$ cat src/rtl/seg7_pkg.sv
// Shared 7-segment types, code table and decoder FSM states.
// Used by the hex encoder and by seg7_frame_decoder / seg7_to_hex.
package seg7_pkg;

    typedef logic [6:0] seg7_t;
    typedef logic [3:0] hexd_t;

    // Active-low patterns, bit 0 = segment a ... bit 6 = segment g.
    localparam seg7_t SEG7_CODES [16] = '{
        7'b1000000, 7'b1111001, 7'b0100100, 7'b0110000,
        7'b0011001, 7'b0010010, 7'b0000010, 7'b1111000,
        7'b0000000, 7'b0010000, 7'b0001000, 7'b0000011,
        7'b1000110, 7'b0100001, 7'b0000110, 7'b0001110
    };

    localparam seg7_t SEG7_BLANK = 7'b1111111;

    typedef enum logic [1:0] {
        IDLE    = 2'd0,
        COLLECT = 2'd1,
        HOLD    = 2'd2
    } state_t;

endpackage

$ cat src/rtl/seg7_to_hex.sv
// Combinational 7-segment pattern to hex digit decoder.
// Ports: seg (active-low pattern) -> digit (0..F), known (code or blank).
module seg7_to_hex
    import seg7_pkg::*;
(
    input  seg7_t       seg,
    output hexd_t       digit,
    output logic        known
);

    // Blank and unrecognised patterns both yield digit 0;
    // only the known flag tells them apart.
    always_comb begin
        digit = '0;
        known = (seg == SEG7_BLANK);
        for (int i = 0; i < 16; i++) begin
            if (seg == SEG7_CODES[i]) begin
                digit = 4'(i);
                known = 1'b1;
            end
        end
    end

endmodule

$ cat src/rtl/seg7_frame_decoder.sv
// Assembles NUM_DIGITS 7-segment digits into one hex word with error mask.
// Ports: seg_in/seg_valid/seg_first/seg_ready in, value/bad_mask/frame_err/out_valid/out_ready/resync out.
module seg7_frame_decoder
    import seg7_pkg::*;
#(
    parameter int NUM_DIGITS = 6
)
(
    input  logic                    clk,
    input  logic                    reset_n,
    input  logic [6:0]              seg_in,
    input  logic                    seg_valid,
    input  logic                    seg_first,
    output logic                    seg_ready,
    output logic [4*NUM_DIGITS-1:0] value,
    output logic [NUM_DIGITS-1:0]   bad_mask,
    output logic                    frame_err,
    output logic                    out_valid,
    input  logic                    out_ready,
    output logic                    resync
);

    localparam int IW = $clog2(NUM_DIGITS) + 1;
    localparam logic [IW-1:0] LAST = IW'(NUM_DIGITS - 1);

    state_t        state;
    logic [IW-1:0] idx;
    hexd_t         dig;
    logic          known;
    logic          take;

    seg7_to_hex u_dec (
        .seg   (seg_in),
        .digit (dig),
        .known (known)
    );

    // Handshake outputs are decoded straight from the state register.
    assign seg_ready = (state != HOLD);
    assign out_valid = (state == HOLD);
    assign frame_err = |bad_mask;
    assign take      = seg_valid && seg_ready;

    always_ff @(posedge clk or negedge reset_n) begin
        if (!reset_n) begin
            state    <= IDLE;
            idx      <= '0;
            value    <= '0;
            bad_mask <= '0;
            resync   <= 1'b0;
        end else begin
            resync <= 1'b0;
            unique case (state)
                IDLE: begin
                    // Stray non-first digits are dropped silently.
                    if (take && seg_first) begin
                        value       <= '0;
                        value[3:0]  <= dig;
                        bad_mask    <= '0;
                        bad_mask[0] <= !known;
                        idx         <= IW'(1);
                        state       <= (NUM_DIGITS == 1) ? HOLD : COLLECT;
                    end
                end
                COLLECT: begin
                    if (take && seg_first) begin
                        // Restart: old partial frame is thrown away.
                        value       <= '0;
                        value[3:0]  <= dig;
                        bad_mask    <= '0;
                        bad_mask[0] <= !known;
                        idx         <= IW'(1);
                        resync      <= 1'b1;
                    end else if (take) begin
                        for (int k = 0; k < NUM_DIGITS; k++) begin
                            if (idx == IW'(k)) begin
                                value[4*k +: 4] <= dig;
                                bad_mask[k]     <= !known;
                            end
                        end
                        idx <= idx + IW'(1);
                        if (idx == LAST) begin
                            state <= HOLD;
                        end
                    end
                end
                HOLD: begin
                    if (out_ready) begin
                        state <= IDLE;
                    end
                end
                default: state <= IDLE;
            endcase
        end
    end

endmodule

$ cat config.mk
export PLATFORM = sky130hd
export DESIGN_NAME = seg7_frame_decoder
export DESIGN_NICKNAME = d
export VERILOG_FILES = /design/src/rtl/seg7_pkg.sv /design/src/rtl/seg7_to_hex.sv /design/src/rtl/seg7_frame_decoder.sv
export SDC_FILE = /design/constraint.sdc
export NUM_CORES = 1
export LEC_CHECK = 0
export ABC_AREA = 0
export CORE_MARGIN = 8
export CORE_UTILIZATION = 50
export DETAILED_ROUTE_END_ITERATION = 8
export GPL_TIMING_DRIVEN = 0
export PLACE_DENSITY = 0.88
export SYNTH_ARGS = -nofsm -noshare
export SYNTH_HDL_FRONTEND = slang
export SYNTH_SLANG_ARGS = --single-unit
$ cat constraint.sdc
create_clock -name clk -period 1.9 [get_ports clk]
set_clock_uncertainty 0.15 [all_clocks]
set_input_delay 0.19 -clock clk [delete_from_list [all_inputs] [get_ports clk]]
set_output_delay 0.19 -clock clk [all_outputs]
set_load 0.01 [all_outputs]
Yosys cells after proc, flatten, opt, wreduce, memory -nomap -nowiden
Index checks and enable logic that the tools add are counted.

cells by class
  reductions and logical operators = 16
  equal/unequal tests = 36
  add/subtract/negate cells = 1
  mux-type cells = 63

operator list
  kind                                                                   number
  24-bit 2-to-1 mux                                                      3
  4-bit 2-to-1 mux                                                       17
  24-bit case mux with 2 select lines                                    1
  7-bit equality test, second input constant                             5
  1-bit 2-to-1 mux                                                       25
  4-bit AND reduction                                                    6
  7-bit by 5-bit equality test with 1-bit output, second input constant  3
  7-bit by 6-bit equality test with 1-bit output, second input constant  3
  3-bit inequality test, second input constant                           7
  6-bit 2-to-1 mux                                                       3
  7-bit by 2-bit equality test with 1-bit output, second input constant  2
  7-bit by 4-bit equality test with 1-bit output, second input constant  2
  2-bit 2-to-1 mux                                                       7
  3-bit 2-to-1 mux                                                       4
  6-bit case mux with 2 select lines                                     1
  2-bit inequality test, second input constant                           5
  4-bit by 2-bit equality test with 1-bit output, second input constant  2
  4-bit by 3-bit equality test with 1-bit output, second input constant  2
  4-bit case mux with 2 select lines                                     1
  7-bit by 3-bit equality test with 1-bit output, second input constant  1
  7-bit logical NOT                                                      1
  2-bit case mux with 3 select lines                                     1
  6-bit OR reduction                                                     1
  5-bit AND reduction                                                    1
  other kinds (11)                                                       12

word-level totals
  register bits after elaboration = 37
  output and inout bits = 34
  input port bits = 12
  word-level logic and storage cells = 131

Depth between registers and ports, before layout
  depth after elaboration = 22
  gate-level depth with buffers = 6
  gate-level depth less buffers = 6

Hierarchy
From an unflattened synthesis, not the netlist that was laid out.

unflattened totals
  cell total of the unflattened synthesis = 207
  area total of the unflattened synthesis = 2079.5 um^2

modules (own cells, without submodules)
  module              area an instance (um^2)  times used  cells each
  seg7_frame_decoder  1729.2                   1           150
  seg7_to_hex         350.3                    1           57

Least setup slack after synthesis
No wires, ideal clock.

  path kind = register -> register
  start = register idx[0]
  end = register bad_mask[2]
  buffers on the path = 0
  arrival time = 1.435 ns
  cell stages (with the launch flop) = 6
  setup slack = 0.188 ns
  path through = dfrtp_1 -> inv_1 -> ha_1 -> and3_1 -> o21ai_1 -> mux2_1

between the ends
  cells in the longest elaborated chain, start to end = 3

ends and longest elaborated chain
  item                                            RTL line                  RTL
  start, declared                                 seg7_frame_decoder.sv:27  logic [IW-1:0] idx;
  start signal, assigned                          seg7_frame_decoder.sv:81  idx <= idx + IW'(1);
  4-bit by 2-bit equality test with 1-bit output  seg7_frame_decoder.sv:76  if (idx == IW'(k)) begin
  3-bit inequality test (no line)                 n/a
  4-bit AND reduction (no line)                   n/a
  end signal, assigned by index                   seg7_frame_decoder.sv:78  bad_mask[k] <= !known;
  end, declared                                   seg7_frame_decoder.sv:16  output logic [NUM_DIGITS-1:0] bad_mask,

No other way between the ends.
A chain may end at the register's enable or synchronous reset.

Worst setup path in the final report
  start = register idx[0]
  end = register value[15]

between the ends
  cells in the longest elaborated chain, start to end = 3

ends and longest elaborated chain
  item                                            RTL line                  RTL
  4-bit by 2-bit equality test with 1-bit output  seg7_frame_decoder.sv:76
  3-bit inequality test (no line)                 n/a
  4-bit AND reduction (no line)                   n/a
  end signal, assigned by index                   seg7_frame_decoder.sv:77  value[4*k +: 4] <= dig;
  end, declared                                   seg7_frame_decoder.sv:15  output logic [4*NUM_DIGITS-1:0] value,

No other way between the ends.

==> summary.md <==
The area of the core is 0.00394 mm², and the area growth from synthesis to final layout is 32.6%. The top cell type by total area after synthesis is sky130_fd_sc_hd__dfrtp_1. Counting flops with an async set or reset pin after synthesis yields a share of 100%.

The die covers 0.00633 mm². The run gives 47.5% as the worst slew margin relative to its limit. Number of sinks driven by the clock tree: 37.

For the first-iteration detailed-routing DRC count, the log shows 106. The worst flop-to-flop path endpoint was value[15]. The sequential share of power came out at 41.2%.

The time the final worst path needs with I/O delays and setup came out at 1810 ps. Summed over all layers, the global routing overflow is 0. The run finished with clean final reports. The tree is rooted in a sky130_fd_sc_hd__clkbuf_8. Before CTS, the worst setup slack after placement is -244 ps. The net count of the finished layout is 277.

Clock-pin slew was measured on the worst setup and hold paths at 70 ps. The most used flip-flop cell after synthesis was sky130_fd_sc_hd__dfrtp_1. The worst setup path is captured at a register. TritonCTS built the clock tree. Summed over all cells, the static leakage comes to 1.16 nW.

The run gives 45.8% as the sequential share of the synthesized area. Dividing the final minimum period by the clock period gives 95.3%. Of the post-synthesis cell area, the dominant cell type holds 45.8%. Entering global routing, the biggest net connects 38 pins. The count of yosys warnings during synthesis came out at 0. The first detailed-routing pass took 4 iterations. The design draws 2.65 mW. The tools report the number of distinct standard cells referenced by the synthesized netlist as 44. Global routing used 15.8% of the available tracks.

The total nets after synthesis came out at 222. For the effective utilization at floorplan, the log shows 51.2%. Counting cells, the worst reg-to-reg path comes to 6. Wires add up to 4.87 mm. The mean instance size in the synthesized netlist came out at 9.80 µm². After detailed placement, the total cell area comes to 0.00251 mm². The wire length of the first global-routing pass is 8.02 mm. The initial antenna violation count is 0. The class of the most critical hold timing path was input port to register. In this run the cell area of the synthesized design comes to 0.00202 mm². The run gives 206 as the cell count after synthesis.

Number of hold-slack violations in the final timing report: 0. The run gives 37.9% as the combinational power share. Setup violations remaining at the end of the flow were counted as 0. Data arrives at the worst endpoint at 1870 ps. The maximum number of buffers from clock root to sink is 2, and the total non-filler cell area in the finished layout is 0.00268 mm². The tools report the achievable frequency as 552 MHz. The logs give 929 µW for the power spent charging and discharging nets and 1960 ps for the endpoint required time on the critical path. The run gives 0.00103 mm² as the combined area of the multi-input logic cells. The die is 79.6 µm wide.

The row count was 23; the flip-flop and latch count after synthesis was 37. Clock tree synthesis inserted a total of 5 buffers. For the pin with the worst max-slew slack, the measured transition is 787 ps. Along the worst hold path, the cell count comes to 2. After detailed routing, the average wire length per cell comes to 15.7 µm.

Cells fill 67.9% of the core in the end. The internal power of the cells totals 1.72 mW. IR analysis of the VDD net gives a maximum drop of 0.418 mV. Ranked by total cell area, the synthesized netlist is headed by sky130_fd_sc_hd__dfrtp_1 46%, sky130_fd_sc_hd__nand2_1 6.9%, sky130_fd_sc_hd__o21ai_2 5.2%, sky130_fd_sc_hd__o21ai_0 3.7%, sky130_fd_sc_hd__buf_6 3.3%.

After legalization and detailed placement, the total HPWL measured 3.48 mm. Of all nets on the critical path, the largest fanout is 7. In this run the critical register-to-register path is launched from idx[0].

The die is 79.6 µm tall. Yosys mapped a number of flops with a built-in enable equal to 0. Across the whole layout, storage elements account for 926 µm².

After layout, the worst setup slack is 89.8 ps. Setup slack on the worst reg-to-reg path comes out at 90 ps. STA classifies the critical path startpoint as a register.

The number of maximum-capacitance violations is 0, and the fill cell instance count of the final layout is 320. For the worst-skew pair, the clock arrives at the later sink with an insertion delay of 300 ps. Via count of the first global-routing pass: 1733. The number of vias after detailed routing is 1736, and the final hold slack is 317 ps.

The total of buffers placed on input and output ports is 43, and the placer's final routability congestion estimate is 0.921. The capture endpoint of the worst hold path was state[1]. The startpoint identified for the worst hold timing path is out_ready.

Of the cells placed in the final design, the portion with a size suffix greater than 1 is 20.7%. The run gives 0 as the final number of max-transition violations. The clock tree synthesis step divided the H-tree into 2 levels. The via count normalized by instance count is 5.58. The top-level port count is 46, and the part of the total power dissipated in the clock network is 20.9%. The category of the most critical setup path was register to register. The switching share of total power works out to 35.0%.

Dividing total power by cell area gives a power density of 991 mW/mm². 0 antenna diodes ended up in the layout. The logs give 0 for the post-route DRC violation count and 0 for the count of nets left with antenna violations after detail routing.
[logic make-up (layout without fill, tap and decap cells)]
| group | Yosys count | in the layout | synth area share, % |
|---|---|---|---|
| and+or+nand+nor | 91 | 91 | 25.5 |
| AOI/OAI and AO/OA | 55 | 55 | 17.8 |
| DFF | 37 | 37 | 45.8 |
| buffers and inverters | 13 | 68 | 5.14 |
| muxes | 5 | 5 | 2.79 |
| adders and majority gates | 4 | 4 | 2.48 |
| xor gates and xnor gates | 1 | 1 | 0.434 |
[flip-flops by register name (all words and copies together), names as in the netlist]
| name | cells |
|---|---|
| bad_mask | 6 |
| idx | 4 |
| resync | 1 |
| state | 2 |
| value | 24 |
[critical path, stage by stage, from the launching register on]
cell	delay, ps
sky130_fd_sc_hd__dfrtp_1	440
sky130_fd_sc_hd__ha_1	180
sky130_fd_sc_hd__nand2_1	90
sky130_fd_sc_hd__nor3_1	220
sky130_fd_sc_hd__o21ai_2	150
sky130_fd_sc_hd__or2_2	330
sky130_fd_sc_hd__o21ai_0	170
[cell usage after synthesis, drive strengths merged, types with 3 or more instances]
| cell type | instances |
|---|---|
| a21oi | 7 |
| and3 | 9 |
| buf | 10 |
| dfrtp | 37 |
| ha | 4 |
| inv | 3 |
| mux2 | 5 |
| nand2 | 37 |
| nand2b | 3 |
| nand4 | 4 |
| nor2 | 5 |
| nor3 | 7 |
| nor3b | 3 |
| nor4 | 3 |
| o21ai | 41 |
| or2 | 6 |
[cell usage in the layout (no fill, tap or decap), drive strengths merged, types with 2 or more instances in the layout]
master,netlist,layout
o21ai,41,41
clkdlybuf4s50,0,38
nand2,37,37
dfrtp,37,37
buf,10,15
and3,9,9
nor3,7,7
a21oi,7,7
clkbuf,0,7
or2,6,6
nor2,5,5
mux2,5,5
nand4,4,4
ha,4,4
nand2b,3,3
nor3b,3,3
inv,3,3
nor4,3,3
nor2b,2,2
nand3b,2,2
and4b,2,2
nand3,2,2
dlymetal6s2s,0,2
dlygate4sd2,0,2
and4bb,2,2
a22oi,2,2
[power by group through the flow]
stage               combinational (mW)  sequential, mW  clock, mW
global route                      1.11            1.11      0.602
global placement                 0.905            1.10          0
finish                            1.01            1.09      0.553
CTS                              0.966            1.09      0.560
detailed placement               0.931            1.11          0
floorplan                        0.495            1.12          0
[repair_timing]
action                                  CTS  global route
setup buffers                             1             3
hold buffers                              1             0
endpoints found under the setup margin   10            17
resized for setup                         5             9
endpoints found under the hold margin    37             0
cloned                                    0             0
pin swaps                                 0             1
[per-layer routing]
layer	share of wire, %	track usage, %	vias to the layer above
li1	-	-	847
met1	46	20.0	827
met2	46	24.9	54
met3	6.3	4.28	8
met4	1.9	6.67	0
met5	0	0	-
[final cells by class]
type / instances / area share [%]
Buffer: 10 / 3.55
Timing Repair Buffer: 48 / 17.5
Tap cell: 50 / 2.34
Multi-Input combinational cell: 156 / 38.4
Clock buffer: 7 / 3.22
Sequential cell: 37 / 34.6
Inverter: 3 / 0.421
[through the flow]
step | setup TNS [ps] | cells
final | 0 | 311
after global routing | -28.5 | 311
after CTS | 0 | 308
after detailed placement | -4180 | 299
after global placement | -14530 | 299
after floorplan | 0 | 206
[worst max path at each step]
stage,start,endpoint,slack [ps],cells after the start
2_1_floorplan,idx[0],bad_mask[2],190,5
3_3_place_gp,reset_n,value[2],-300,1
3_5_place_dp,seg_in[1],value[6],-240,7
4_1_cts,state[0],seg_ready,4,3
5_1_grt,idx[0],value[15],-20,6
6_report,idx[0],value[15],90,6
Note: power is estimated with default switching activity, not from simulation.
